<file path="src/rtl/mmc1_write_sequencer_if.sv">
// Request handshake, MMC1 CPU-side bus pins and shadow-register readback
// bundled for the MMC1 write sequencer.
interface mmc1_write_sequencer_if;
  logic       REQ_VALID;
  logic       REQ_READY;
  logic [1:0] REQ_REG;
  logic [4:0] REQ_DATA;
  logic       BUS_A14;
  logic       BUS_A13;
  logic       BUS_D0;
  logic       BUS_D7;
  logic       nBUS_ROMSEL;
  logic       nBUS_RW;
  logic       BUSY;
  logic       DONE;
  logic [4:0] SH_CONTROL;
  logic [4:0] SH_CHR0;
  logic [4:0] SH_CHR1;
  logic [4:0] SH_PRG;

  // Sequencer side: accepts requests, masters the cartridge bus.
  modport master (
    input  REQ_VALID, REQ_REG, REQ_DATA,
    output REQ_READY, BUS_A14, BUS_A13, BUS_D0, BUS_D7, nBUS_ROMSEL, nBUS_RW,
    output BUSY, DONE, SH_CONTROL, SH_CHR0, SH_CHR1, SH_PRG
  );

  // Host side: issues requests, observes the bus and shadows.
  modport slave (
    output REQ_VALID, REQ_REG, REQ_DATA,
    input  REQ_READY, BUS_A14, BUS_A13, BUS_D0, BUS_D7, nBUS_ROMSEL, nBUS_RW,
    input  BUSY, DONE, SH_CONTROL, SH_CHR0, SH_CHR1, SH_PRG
  );
endinterface

</file>
<file path="src/rtl/mmc1_write_sequencer.sv">
// MMC1 write sequencer: turns one parallel 5-bit register load into an
// optional D7 shift-register reset write followed by five serial D0 writes
// (LSB first), and keeps shadow copies of the four MMC1 registers.
// All outputs are registered; they are decoded from the state being entered.
module mmc1_write_sequencer #(
  parameter int GAP_CYCLES  = 1,
  parameter bit RESET_FIRST = 1'b1
) (
  input logic                    CPU_M2,
  input logic                    nRESET,
  mmc1_write_sequencer_if.master bus
);

  typedef enum logic [2:0] {
    IDLE, RST_SETUP, RST_STROBE, BIT_SETUP, BIT_STROBE, GAP
  } state_t;

  localparam logic [3:0] GAP_LOAD   = (GAP_CYCLES > 0) ? 4'(GAP_CYCLES - 1) : 4'd0;
  localparam logic [4:0] CTRL_RESET = 5'b01100;

  state_t     state_reg, state_next;
  logic [2:0] idx_reg, idx_next;
  logic [3:0] gap_reg, gap_next;
  logic [1:0] sel_reg, sel_next;
  logic [4:0] data_reg, data_next;
  logic       from_rst_reg, from_rst_next;   // current GAP follows the reset write
  logic       finish, ctrl_or;

  logic       ready_reg, busy_reg, done_reg;
  logic       a14_reg, a13_reg, d0_reg, d7_reg, romsel_reg, rw_reg;
  logic       a14_next, a13_next, d0_next, d7_next, romsel_next, rw_next;
  logic [4:0] sh_control_reg, sh_chr0_reg, sh_chr1_reg, sh_prg_reg;

  // State register.
  always_ff @(posedge CPU_M2) begin
    if (!nRESET) state_reg <= IDLE;
    else         state_reg <= state_next;
  end

  // Next-state logic, request latching, bit index and gap counting.
  always_comb begin
    state_next    = state_reg;
    idx_next      = idx_reg;
    gap_next      = gap_reg;
    sel_next      = sel_reg;
    data_next     = data_reg;
    from_rst_next = from_rst_reg;
    finish        = 1'b0;
    ctrl_or       = 1'b0;
    unique case (state_reg)
      IDLE: begin
        if (bus.REQ_VALID && ready_reg) begin
          sel_next      = bus.REQ_REG;
          data_next     = bus.REQ_DATA;
          idx_next      = 3'd0;
          from_rst_next = 1'b0;
          state_next    = RESET_FIRST ? RST_SETUP : BIT_SETUP;
        end
      end
      RST_SETUP: state_next = RST_STROBE;
      RST_STROBE: begin
        ctrl_or       = 1'b1;
        from_rst_next = 1'b1;
        if (GAP_CYCLES == 0) begin
          state_next = BIT_SETUP;
        end else begin
          state_next = GAP;
          gap_next   = GAP_LOAD;
        end
      end
      BIT_SETUP: state_next = BIT_STROBE;
      BIT_STROBE: begin
        from_rst_next = 1'b0;
        if (GAP_CYCLES != 0) begin
          state_next = GAP;
          gap_next   = GAP_LOAD;
        end else if (idx_reg == 3'd4) begin
          state_next = IDLE;
          finish     = 1'b1;
        end else begin
          idx_next   = idx_reg + 3'd1;
          state_next = BIT_SETUP;
        end
      end
      GAP: begin
        if (gap_reg != 4'd0) begin
          gap_next = gap_reg - 4'd1;
        end else if (from_rst_reg) begin
          state_next = BIT_SETUP;
        end else if (idx_reg == 3'd4) begin
          state_next = IDLE;
          finish     = 1'b1;
        end else begin
          idx_next   = idx_reg + 3'd1;
          state_next = BIT_SETUP;
        end
      end
      default: state_next = IDLE;
    endcase
  end

  // Bus pin values for the state being entered.
  always_comb begin
    a14_next    = 1'b0;
    a13_next    = 1'b0;
    d0_next     = 1'b0;
    d7_next     = 1'b0;
    romsel_next = 1'b1;
    rw_next     = 1'b1;
    if (state_next != IDLE) begin
      a14_next = sel_next[1];
      a13_next = sel_next[0];
    end
    unique case (state_next)
      RST_SETUP:  d7_next = 1'b1;
      RST_STROBE: begin
        d7_next     = 1'b1;
        romsel_next = 1'b0;
        rw_next     = 1'b0;
      end
      BIT_SETUP:  d0_next = data_next[idx_next];
      BIT_STROBE: begin
        d0_next     = data_next[idx_next];
        romsel_next = 1'b0;
        rw_next     = 1'b0;
      end
      default: ;
    endcase
  end

  // Datapath, registered outputs and shadow registers.
  always_ff @(posedge CPU_M2) begin
    if (!nRESET) begin
      idx_reg        <= 3'd0;
      gap_reg        <= 4'd0;
      sel_reg        <= 2'd0;
      data_reg       <= 5'd0;
      from_rst_reg   <= 1'b0;
      ready_reg      <= 1'b0;
      busy_reg       <= 1'b0;
      done_reg       <= 1'b0;
      a14_reg        <= 1'b0;
      a13_reg        <= 1'b0;
      d0_reg         <= 1'b0;
      d7_reg         <= 1'b0;
      romsel_reg     <= 1'b1;
      rw_reg         <= 1'b1;
      sh_control_reg <= CTRL_RESET;
      sh_chr0_reg    <= 5'd0;
      sh_chr1_reg    <= 5'd0;
      sh_prg_reg     <= 5'd0;
    end else begin
      idx_reg      <= idx_next;
      gap_reg      <= gap_next;
      sel_reg      <= sel_next;
      data_reg     <= data_next;
      from_rst_reg <= from_rst_next;
      ready_reg    <= (state_next == IDLE);
      busy_reg     <= (state_next != IDLE);
      done_reg     <= finish;
      a14_reg      <= a14_next;
      a13_reg      <= a13_next;
      d0_reg       <= d0_next;
      d7_reg       <= d7_next;
      romsel_reg   <= romsel_next;
      rw_reg       <= rw_next;
      // A reset write on real MMC1 hardware also forces PRG mode 3.
      if (ctrl_or) sh_control_reg <= sh_control_reg | CTRL_RESET;
      if (finish) begin
        unique case (sel_reg)
          2'b00: sh_control_reg <= data_reg;
          2'b01: sh_chr0_reg    <= data_reg;
          2'b10: sh_chr1_reg    <= data_reg;
          default: sh_prg_reg   <= data_reg;
        endcase
      end
    end
  end

  assign bus.REQ_READY   = ready_reg;
  assign bus.BUSY        = busy_reg;
  assign bus.DONE        = done_reg;
  assign bus.BUS_A14     = a14_reg;
  assign bus.BUS_A13     = a13_reg;
  assign bus.BUS_D0      = d0_reg;
  assign bus.BUS_D7      = d7_reg;
  assign bus.nBUS_ROMSEL = romsel_reg;
  assign bus.nBUS_RW     = rw_reg;
  assign bus.SH_CONTROL  = sh_control_reg;
  assign bus.SH_CHR0     = sh_chr0_reg;
  assign bus.SH_CHR1     = sh_chr1_reg;
  assign bus.SH_PRG      = sh_prg_reg;

endmodule

</file>
<file path="src/flat_wrapper.sv">
// flat-port wrapper written by rule: the top's interface ports become plain ports
module mmc1_write_sequencer_flat 
#(
  parameter int GAP_CYCLES  = 1,
  parameter bit RESET_FIRST = 1'b1
)
  (CPU_M2, nRESET, bus_REQ_VALID, bus_REQ_REG, bus_REQ_DATA, bus_REQ_READY, bus_BUS_A14, bus_BUS_A13, bus_BUS_D0, bus_BUS_D7, bus_nBUS_ROMSEL, bus_nBUS_RW, bus_BUSY, bus_DONE, bus_SH_CONTROL, bus_SH_CHR0, bus_SH_CHR1, bus_SH_PRG);
  mmc1_write_sequencer_if bus_i ();
  input logic CPU_M2;
  input logic nRESET;
  input wire logic [$bits(bus_i.REQ_VALID)-1:0] bus_REQ_VALID;
  input wire logic [$bits(bus_i.REQ_REG)-1:0] bus_REQ_REG;
  input wire logic [$bits(bus_i.REQ_DATA)-1:0] bus_REQ_DATA;
  output wire logic [$bits(bus_i.REQ_READY)-1:0] bus_REQ_READY;
  output wire logic [$bits(bus_i.BUS_A14)-1:0] bus_BUS_A14;
  output wire logic [$bits(bus_i.BUS_A13)-1:0] bus_BUS_A13;
  output wire logic [$bits(bus_i.BUS_D0)-1:0] bus_BUS_D0;
  output wire logic [$bits(bus_i.BUS_D7)-1:0] bus_BUS_D7;
  output wire logic [$bits(bus_i.nBUS_ROMSEL)-1:0] bus_nBUS_ROMSEL;
  output wire logic [$bits(bus_i.nBUS_RW)-1:0] bus_nBUS_RW;
  output wire logic [$bits(bus_i.BUSY)-1:0] bus_BUSY;
  output wire logic [$bits(bus_i.DONE)-1:0] bus_DONE;
  output wire logic [$bits(bus_i.SH_CONTROL)-1:0] bus_SH_CONTROL;
  output wire logic [$bits(bus_i.SH_CHR0)-1:0] bus_SH_CHR0;
  output wire logic [$bits(bus_i.SH_CHR1)-1:0] bus_SH_CHR1;
  output wire logic [$bits(bus_i.SH_PRG)-1:0] bus_SH_PRG;
  assign bus_i.REQ_VALID = bus_REQ_VALID;
  assign bus_i.REQ_REG = bus_REQ_REG;
  assign bus_i.REQ_DATA = bus_REQ_DATA;
  assign bus_REQ_READY = bus_i.REQ_READY;
  assign bus_BUS_A14 = bus_i.BUS_A14;
  assign bus_BUS_A13 = bus_i.BUS_A13;
  assign bus_BUS_D0 = bus_i.BUS_D0;
  assign bus_BUS_D7 = bus_i.BUS_D7;
  assign bus_nBUS_ROMSEL = bus_i.nBUS_ROMSEL;
  assign bus_nBUS_RW = bus_i.nBUS_RW;
  assign bus_BUSY = bus_i.BUSY;
  assign bus_DONE = bus_i.DONE;
  assign bus_SH_CONTROL = bus_i.SH_CONTROL;
  assign bus_SH_CHR0 = bus_i.SH_CHR0;
  assign bus_SH_CHR1 = bus_i.SH_CHR1;
  assign bus_SH_PRG = bus_i.SH_PRG;
  mmc1_write_sequencer #(.GAP_CYCLES(GAP_CYCLES), .RESET_FIRST(RESET_FIRST)) u_core (.CPU_M2(CPU_M2), .nRESET(nRESET), .bus(bus_i));
endmodule
</file>
<file path="config.mk">
export PLATFORM = sky130hd
export DESIGN_NAME = mmc1_write_sequencer_flat
export DESIGN_NICKNAME = d
export VERILOG_FILES = /design/src/rtl/mmc1_write_sequencer_if.sv /design/src/rtl/mmc1_write_sequencer.sv /design/src/flat_wrapper.sv
export SDC_FILE = /design/constraint.sdc
export NUM_CORES = 1
export LEC_CHECK = 0
export ABC_CLOCK_PERIOD_IN_PS = 2320
export CAP_MARGIN = 10
export CORE_MARGIN = 2
export CORE_UTILIZATION = 54
export CTS_BUF_LIST = sky130_fd_sc_hd__clkbuf_4 sky130_fd_sc_hd__clkbuf_8
export CTS_CLUSTER_DIAMETER = 150
export DETAILED_ROUTE_END_ITERATION = 7
export HOLD_SLACK_MARGIN = 0.08
export MAX_ROUTING_LAYER = met4
export PLACE_DENSITY = 0.82
export SYNTH_ARGS = -nofsm -noshare
export SYNTH_HDL_FRONTEND = slang
export SYNTH_SLANG_ARGS = --single-unit
export TNS_END_PERCENT = 10
</file>
<file path="constraint.sdc">
create_clock -name CPU_M2 -period 2.32 [get_ports CPU_M2]
set_clock_uncertainty 0.15 [all_clocks]
set_input_delay 0.232 -clock CPU_M2 [delete_from_list [all_inputs] [get_ports CPU_M2]]
set_output_delay 0.232 -clock CPU_M2 [all_outputs]
set_load 0.1 [all_outputs]
</file>
# Word-level counts from Yosys, hierarchy flattened
# Cells that the tools add are included.
word_totals:
  reg_bits: 46
  elab_cells: 86
  input_bits: 10
  out_inout_bits: 29
classes:
  mux: 30
  n_reduce_logical: 20
  bitwise: 1
  magnitude_cmp: 1
  n_addsub: 2
  eq_ne: 14
op_table:
  columns: ["op", "n"]
  rows:
  - ["3-bit 2-to-1 mux", 7]
  - ["5-bit 2-to-1 mux", 4]
  - ["3-bit one-hot mux with 5 select lines", 1]
  - ["2-bit AND reduction", 7]
  - ["3-bit by 2-bit == test with 1-bit output, second input constant", 4]
  - ["3-bit == test, second input constant", 4]
  - ["1-bit 2-to-1 mux", 9]
  - ["4-bit 2-to-1 mux", 2]
  - ["4-bit one-hot mux with 2 select lines", 1]
  - ["2-bit OR reduction", 4]
  - ["3-bit by 1-bit == test with 1-bit output, second input constant", 2]
  - ["3-bit logical NOT", 2]
  - ["2-bit 2-to-1 mux", 3]
  - ["3-bit one-hot mux with 2 select lines", 1]
  - ["3-bit nonzero test", 2]
  - ["3-bit by 4-bit < comparator with 1-bit output, second input constant", 1]
  - ["2-bit by 1-bit inequality test with 1-bit output, second input constant", 2]
  - ["4-bit nonzero test", 1]
  - ["4-bit by 1-bit subtractor with 4-bit output, second input constant", 1]
  - ["3-bit by 1-bit adder with 3-bit output, second input constant", 1]
  - ["1-bit binary-select mux with 3-bit select", 1]
  - ["1-bit one-hot mux with 3 select lines", 1]
  - ["3-bit OR reduction", 1]
  - ["2-bit by 1-bit == test with 1-bit output, second input constant", 1]
  - ["other kinds (5)", 5]

# Depth between registers and ports, before layout
# Gate-level depths: netlist of the first run.
depth:
  depth_word: 8
  mapped_depth: 8
  mapped_depth_nobuf: 7

# Worst setup path after synthesis of the first run
# Ideal clock, no wire load.
synth_path:
  path_kind: "register to register"
  start: "reg u_core.ready_reg (netlist: u_core.bus.REQ_READY)"
  end: "reg u_core.d0_reg (netlist: u_core.bus.BUS_D0)"
  arrival_ns: 2.047
  setup_time_ns: 0.120
  path_stages_with_launch: 6
  required_ns: 2.050
  setup_slack_ns: 0.003
  path_buffers: 1
  period_less_slack_ns: 2.317
  cell_sequence: "dfxtp_1 nand3_1 clkbuf_1 a41oi_1 a211oi_1 a211o_1"
synth_via:
  elab_chain_len: 6
  elab_cells_between_ends: 13
  cone_classes: "eq/ne: 2; mux: 8; reduce/logical: 3"
synth_rtl:
  columns: ["element", "line", "text"]
  rows:
  - ["start, declared", "mmc1_write_sequencer.sv:29", "logic ready_reg, busy_reg, done_reg;"]
  - ["start signal, assigned", "mmc1_write_sequencer.sv:158", "ready_reg <= (state_next == IDLE);"]
  - ["1-bit logical AND *", "mmc1_write_sequencer.sv:52", "if (bus.REQ_VALID && ready_reg) begin"]
  - ["3-bit 2-to-1 mux", "mmc1_write_sequencer.sv:52", null]
  - ["3-bit one-hot mux with 5 select lines", "mmc1_write_sequencer.sv:50", "unique case (state_reg)"]
  - ["3-bit by 2-bit == test with 1-bit output / 3-bit == test (equally long branches)", "mmc1_write_sequencer.sv:114", "unique case (state_next)"]
  - ["2-bit OR reduction (no source line)", null, null]
  - ["2-bit AND reduction (no source line)", null, null]
  - ["end signal, assigned", "mmc1_write_sequencer.sv:163", "d0_reg <= d0_next;"]
  - ["end, declared", "mmc1_write_sequencer.sv:30", "logic a14_reg, a13_reg, d0_reg, d7_reg, romsel_reg, rw_reg;"]
# Every way passes the cells marked *; elsewhere a longest branch is shown, timed or not. The select of a mux whose other input is x is not followed.
# A chain may end at the register's enable or synchronous reset.

# Worst setup path in the final report of the first run
layout_path:
  start: "reg u_core.gap_reg[0]"
  end: "reg u_core.d0_reg (netlist: u_core.bus.BUS_D0)"
layout_via:
  elab_chain_len: 6
  elab_cells_between_ends: 11
  cone_classes: "eq/ne: 2; mux: 6; reduce/logical: 3"
layout_rtl:
  columns: ["element", "line", "text"]
  rows:
  - ["start, declared", "mmc1_write_sequencer.sv:23", "logic [3:0] gap_reg, gap_next;"]
  - ["start signal, assigned", "mmc1_write_sequencer.sv:154", "gap_reg <= gap_next;"]
  - ["4-bit nonzero test *", "mmc1_write_sequencer.sv:86", "if (gap_reg != 4'd0) begin"]
  - ["3-bit 2-to-1 mux", "mmc1_write_sequencer.sv:86", null]
  - ["3-bit one-hot mux with 5 select lines", "mmc1_write_sequencer.sv:50", null]
  - ["3-bit by 2-bit == test with 1-bit output / 3-bit == test (equally long branches)", "mmc1_write_sequencer.sv:114", null]
  - ["2-bit OR reduction (no source line)", null, null]
  - ["2-bit AND reduction (no source line)", null, null]
# Marks and branches as above.

==> out/summary.txt, run 1 <==
starting density of the core: 0.557
sequential share of the synthesized area: 0.419
initial antenna violation count: 0
Skew-Pair Late Insertion Delay: 0.29 ns
reg2reg start: u_core.gap_reg[0]
ANT nets after route: 0
Syn Nets: 249
Fin Setup TNS: 0 ns
die span in x: 67.8 um
Worst setup SP type: flip-flop
first-pass GRT wire length: 7.70 mm
Worst Reg-to-Reg Cells: 7
total number of yosys warnings: 0
# rows: 23
fin. max-slew vios: 0
routed via count: 1772
clock sink total: 46
vias per inst: 5.34
Wirelength per Cell: 14.5 um
final WL: 4.80 mm
Peak supply drop: 0.463 mV
RSZ-0062 raised after global routing: false
Worst Setup SP: u_core.gap_reg[0]
CTS H-tree depth: 2
Remaining DRCs: 0
Sequential cell area: 921 um^2
vias in the first global route: 1640
status: completed
I/O pin cnt: 39
Yosys top cell by area: dfxtp_1
Post-synth EDFFs: 0
Unique masters post-synth: 49
Final setup viols: 0
synthesized area per cell: 9.34 um^2
drt first pass iters: 4
total CTS buffers: 5
top post-synthesis cells by area: dfxtp_1, mux2i_1, nor2b_1
largest net degree at the start of global routing: 21
FF-to-FF setup slack: 0.06 ns
Reg-to-Reg End: u_core.bus.BUS_D0
Post-Syn Instances: 235
Max Cap Viol: 0
DP HPWL: 3.47 mm
Crit Path Category: reg2reg
Resize count post-CTS: 0
worst path required time: 2.35 ns
max_slew headroom: 0.655
Synth-to-Final Area Change: 24.5%
clk slew on worst S/H paths: 0.08 ns
Hold Fails Final Rpt: 0
Crit. End Element: flip-flop
final net count: 295
Final Non-Filler Cells: 332
hold crit path type: in2reg
ratio of cells with drive above 1 in the final layout: 0.213
Inst Count DP: 323
static leakage: 0.00111 uW
CP max FO: 10
crit path to: u_core.bus.BUS_D0
Core ar.: 3940 um^2
Final Critical Period: 2.26 ns
Post-CTS Hold Buffers: 0
Worst-Margin Slew: 0.513 ns
Synth Cell Area: 2200 um^2
die area: 4590 um^2
top cell type's share of synthesized area: 0.419
area of the multi-input gates: 1200 um^2
CTS tree: built
Final period util: 0.974
fraction of registers with async set/reset: 0
WP data arrival: 2.29 ns
WHS Path Cells: 3
Buffers on Ports: 38
Antenna diodes: 0
gr usage total: 0.230
Fillers: 313
Root Driver: clkbuf_8
PwrDens: 619 nW/um^2
clock tree buffer depth: 2
Starting DRT DRC Count: 50
Routability Congestion: 0.872
Fmax: 0.443 GHz
number of synthesized register bits: 46
Die Y-Extent: 67.8 um
Remaining Overflow, GRT: 0
total power: 1690 uW
Most used DFF post-synth: dfxtp_1
==> cells in the mapped netlist (5+ instances only) <==
library cell  count
a21boi_0          8
nor2_1            6
mux2i_1          21
a21oi_1           6
nand3_1           7
inv_1             5
and2_1            5
nand2_1          28
dfxtp_1          46
clkbuf_1         11
nor2b_1          27
==> where the power goes <==
| part | leakage, uW | total (uW) | internal, uW | switching (uW) |
|---|---|---|---|---|
| clock network | 0.0000593 | 605 | 346 | 259 |
| registers | 0.000372 | 843 | 812 | 31.1 |
| logic | 0.000678 | 245 | 86.5 | 158 |
==> worst max-delay path, cell delays in order (launching register included) <==
cell	delay [ns]
dfxtp_1	0.35
inv_1	0.09
ha_1	0.17
or3b_1	0.51
o31ai_1	0.30
and2_1	0.20
o41ai_1	0.08
a211o_1	0.29
==> area by class of cell <==
cell class	count	area share
multi-input cells	170	0.438
flip-flops and latches	46	0.337
repair buffers	53	0.154
clock buffers	7	0.0307
well taps	50	0.0229
clock inverters	1	0.0110
inverters	5	0.00686
==> layer usage <==
metal,global-route usage,up-vias,share of wire
li1,-,913,-
met5,-,-,0
met4,0.0525,0,0.0040
met3,0.0533,2,0.050
met1,0.293,824,0.48
met2,0.371,33,0.47
==> worst min-delay path by stage <==
| stage | start | to | slack, ns |
|---|---|---|---|
| finish | bus_REQ_DATA[1] | u_core.data_reg[1] | 0.35 |
| global route | bus_REQ_DATA[1] | u_core.data_reg[1] | 0.36 |
| CTS | bus_REQ_DATA[1] | u_core.data_reg[1] | 0.35 |
| detailed placement | u_core.bus.SH_CHR0[1] | u_core.bus.SH_CHR0[1] | 0.36 |
| global placement | u_core.bus.SH_CHR0[3] | u_core.bus.SH_CHR0[3] | 0.35 |
| floorplan | bus_REQ_DATA[1] | u_core.data_reg[1] | 0.23 |
==> layout by cell type (no fill, tap or decap), drive strengths merged, types with 6 or more instances in the layout <==
| cell | count |
|---|---|
| a21boi | 8 |
| nor2 | 7 |
| mux2i | 21 |
| nand3 | 7 |
| nand2 | 29 |
| clkdlybuf4s50 | 9 |
| nor2b | 27 |
| a21oi | 6 |
| dfxtp | 46 |
| clkbuf | 7 |
| buf | 44 |
==> what timing repair did <==
item,4_1_cts,5_1_grt
hold endpoints to repair,0,0
buffers inserted,0,1
endpoints found under the setup margin,0,5
==> metrics by stage <==
stage          utilization  worst slack, ns  area [um^2]  hold slack, ns
6_report             0.693           0.0606         2730           0.354
5_1_grt              0.693          0.00387         2730           0.361
4_1_cts              0.692           0.0751         2730           0.345
3_5_place_dp         0.663           0.0674         2610           0.358
3_3_place_gp         0.663            0.158         2610           0.351
2_1_floorplan            -          0.00345         2200           0.227
==> logic make-up (layout without fill, tap and decap cells) <==
kind of cell | Yosys count | count (layout) | share of synthesized area
xor+xnor | 1 | 1 | 0.00399
simple gates | 108 | 108 | 0.303
flops | 46 | 46 | 0.419
buf+inv | 19 | 66 | 0.0353
fa+ha+maj | 4 | 4 | 0.0228
compound gates | 34 | 34 | 0.108
mux | 23 | 23 | 0.108
(Power assumes the default switching activity.)
==> run 2: changes to the inputs <==
--- a/config.mk
+++ b/config.mk
@@ -7,7 +7,7 @@
 export LEC_CHECK = 0
 export ABC_CLOCK_PERIOD_IN_PS = 2320
 export CAP_MARGIN = 10
-export CORE_MARGIN = 2
+export CORE_MARGIN = 1
 export CORE_UTILIZATION = 54
 export CTS_BUF_LIST = sky130_fd_sc_hd__clkbuf_4 sky130_fd_sc_hd__clkbuf_8
 export CTS_CLUSTER_DIAMETER = 150
@@ -15,6 +15,7 @@
 export HOLD_SLACK_MARGIN = 0.08
 export MAX_ROUTING_LAYER = met4
 export PLACE_DENSITY = 0.82
+export SLEW_MARGIN = 15
 export SYNTH_ARGS = -nofsm -noshare
 export SYNTH_HDL_FRONTEND = slang
 export SYNTH_SLANG_ARGS = --single-unit
==> run 2 against run 1 <==
Effect of this change:
- register-to-register slack gained 0.08 ns
- routed wire length grew 2.4%
- sequential share of layout area grew 0.31 points
- cell count shrank 0.90%
- via count grew 3.2%
- total power shrank 7.7%
- final area shrank 0.92%
- critical endpoint is now u_core.bus.SH_CHR0[1]
==> out/summary.txt, run 2 (synthesized netlist as in run 1, its figures left out) <==
Worst Reg-to-Reg Cells: 8
Antenna diodes: 0
sequential share of power: 0.539
Comb pwr share: 0.156
RSZ-0062 raised after global routing: true
worst slack, placed: 0.0708 ns
CTS H-tree depth: 2
clk slew on worst S/H paths: 0.08 ns
ratio of cells with drive above 1 in the final layout: 0.217
slack of the critical path: 0.137 ns
Root Driver: clkbuf_8
PwrDens: 577 nW/um^2
Remaining DRCs: 0
DP HPWL: 3.55 mm
Crit path depth: 8
Final Instance Area: 2710 um^2
Die Y-Extent: 65.8 um
max_slew headroom: 0.665
Starting DRT DRC Count: 117
Crit Path Category: reg2reg
worst hold start: bus_REQ_DATA[4]
routed via count: 1828
FF-to-FF setup slack: 0.14 ns
commonest non-fill, non-tap cell in the layout: dfxtp_1
Final Critical Period: 2.18 ns
worst path required time: 2.36 ns
Buffers on Ports: 38
gr usage total: 0.256
Internal: 1120 uW
reg2reg start: u_core.gap_reg[0]
Worst setup SP type: flip-flop
Buf/Inv on CP: 2
crit path to: u_core.bus.SH_CHR0[1]
Top delay family on crit path: simple AND/OR/NAND/NOR gates
initial antenna violation count: 0
clock power share: 0.304
Final setup viols: 0
starting density of the core: 0.582
Placed Area: 2610 um^2
status: completed
clock sink total: 46
Routability Congestion: 0.844
clock tree buffer depth: 2
hold crit path type: in2reg
largest net degree at the start of global routing: 44
Hold Fails Final Rpt: 0
Psw: 446 uW
Peak supply drop: 0.579 mV
Post-CTS Hold Buffers: 0
Worst Setup SP: u_core.gap_reg[0]
Worst-Margin Slew: 0.499 ns
crit-path max cell delay: 0.35 ns
final WL: 4.92 mm
Fmax: 0.458 GHz
static leakage: 0.00109 uW
Max Cap Viol: 0
CTS tree: built
final net count: 295
commonest non-fill, non-tap cells in the layout: dfxtp_1, buf_4, nand2_1, nor2b_1, mux2i_1
ANT nets after route: 0
Wirelength per Cell: 15.0 um
I/O pin cnt: 39
die area: 4330 um^2
CP max FO: 5
sw frac: 0.285
drt first pass iters: 5
vias per inst: 5.56
Synth-to-Final Area Change: 23.4%
WP data arrival: 2.22 ns
Crit. End Element: flip-flop
Reg-to-Reg End: u_core.bus.SH_CHR0[1]
Remaining Overflow, GRT: 0
Skew-Pair Late Insertion Delay: 0.30 ns
highest metal used: met4
total CTS buffers: 5
Core ar.: 3770 um^2
Final period util: 0.941
M1 WL: 2.31 mm
die span in x: 65.8 um
vias in the first global route: 1657
first-pass GRT wire length: 7.94 mm
crit path max-delay cell type: dfxtp_1
fin. max-slew vios: 0
Cell Chain, Critical Path: inv_1 -> ha_1 -> nor3b_2 -> buf_4 -> nand4_1 -> nor2_2 -> mux2i_1 -> nor2b_1
met2 WL: 2.33 mm
# rows: 22
met3 wire length: 199 um
## run 2: cell count changes in the layout (fill, tap and decap cells not counted), sizes merged
cell / previous run / this run
clkinvlp: 0 / 1
bufinv: 1 / 0
clkbuf: 7 / 6
## run 2: tightest hold or removal path, stage by stage
cell             delay (ns)
clkdlybuf4s50_1        0.39
nand2_1                0.05
a21boi_0               0.06
## run 2: power groups by stage
stage / combinational, uW / sequential (uW) / clock [uW]
after floorplan: 107 / 920 / 0
after global placement: 242 / 861 / 0
after detailed placement: 243 / 861 / 0
after CTS: 244 / 842 / 487
after global routing: 259 / 847 / 525
final: 244 / 843 / 476
## run 2: area by class of cell
class | count | area [um^2]
Clock inverter | 1 | 7.51
Clock buffer | 6 | 76.3
Multi-Input combinational cell | 170 | 1200
Timing Repair Buffer | 53 | 420
Inverter | 5 | 18.8
Fill cell | 293 | 1060
Sequential cell | 46 | 921
Tap cell | 48 | 60.1
## run 2: stage by stage
| stage | setup TNS, ns | hold WS, ns | utilization | instances | power [uW] |
|---|---|---|---|---|---|
| 2_1_floorplan | 0 | 0.227 | - | 235 | 1030 |
| 3_3_place_gp | 0 | 0.350 | 0.692 | 321 | 1100 |
| 3_5_place_dp | 0 | 0.359 | 0.692 | 321 | 1100 |
| 4_1_cts | 0 | 0.328 | 0.714 | 328 | 1570 |
| 5_1_grt | -0.0371 | 0.348 | 0.718 | 329 | 1630 |
| 6_report | 0 | 0.341 | 0.718 | 329 | 1560 |
## run 2: worst min-delay path by stage
stage                     slack (ns)  depth (start not counted)                    end
after floorplan                 0.23                          2     u_core.data_reg[1]
after global placement          0.35                          2  u_core.bus.SH_CHR0[3]
after detailed placement        0.36                          2  u_core.bus.SH_CHR0[0]
after CTS                       0.33                          3     u_core.data_reg[4]
after global routing            0.35                          3     u_core.data_reg[4]
final                           0.34                          3     u_core.data_reg[4]
## run 2: layer usage
layer	track usage	up-vias
met4	0.0951	0
met3	0.0586	9
met2	0.390	38
met5	-	-
li1	-	915
met1	0.330	866
## run 2: what timing repair did
action                     4_1_cts  5_1_grt
setup buffers                    0        1
setup endpoints to repair        0        7
resized for setup                0        2
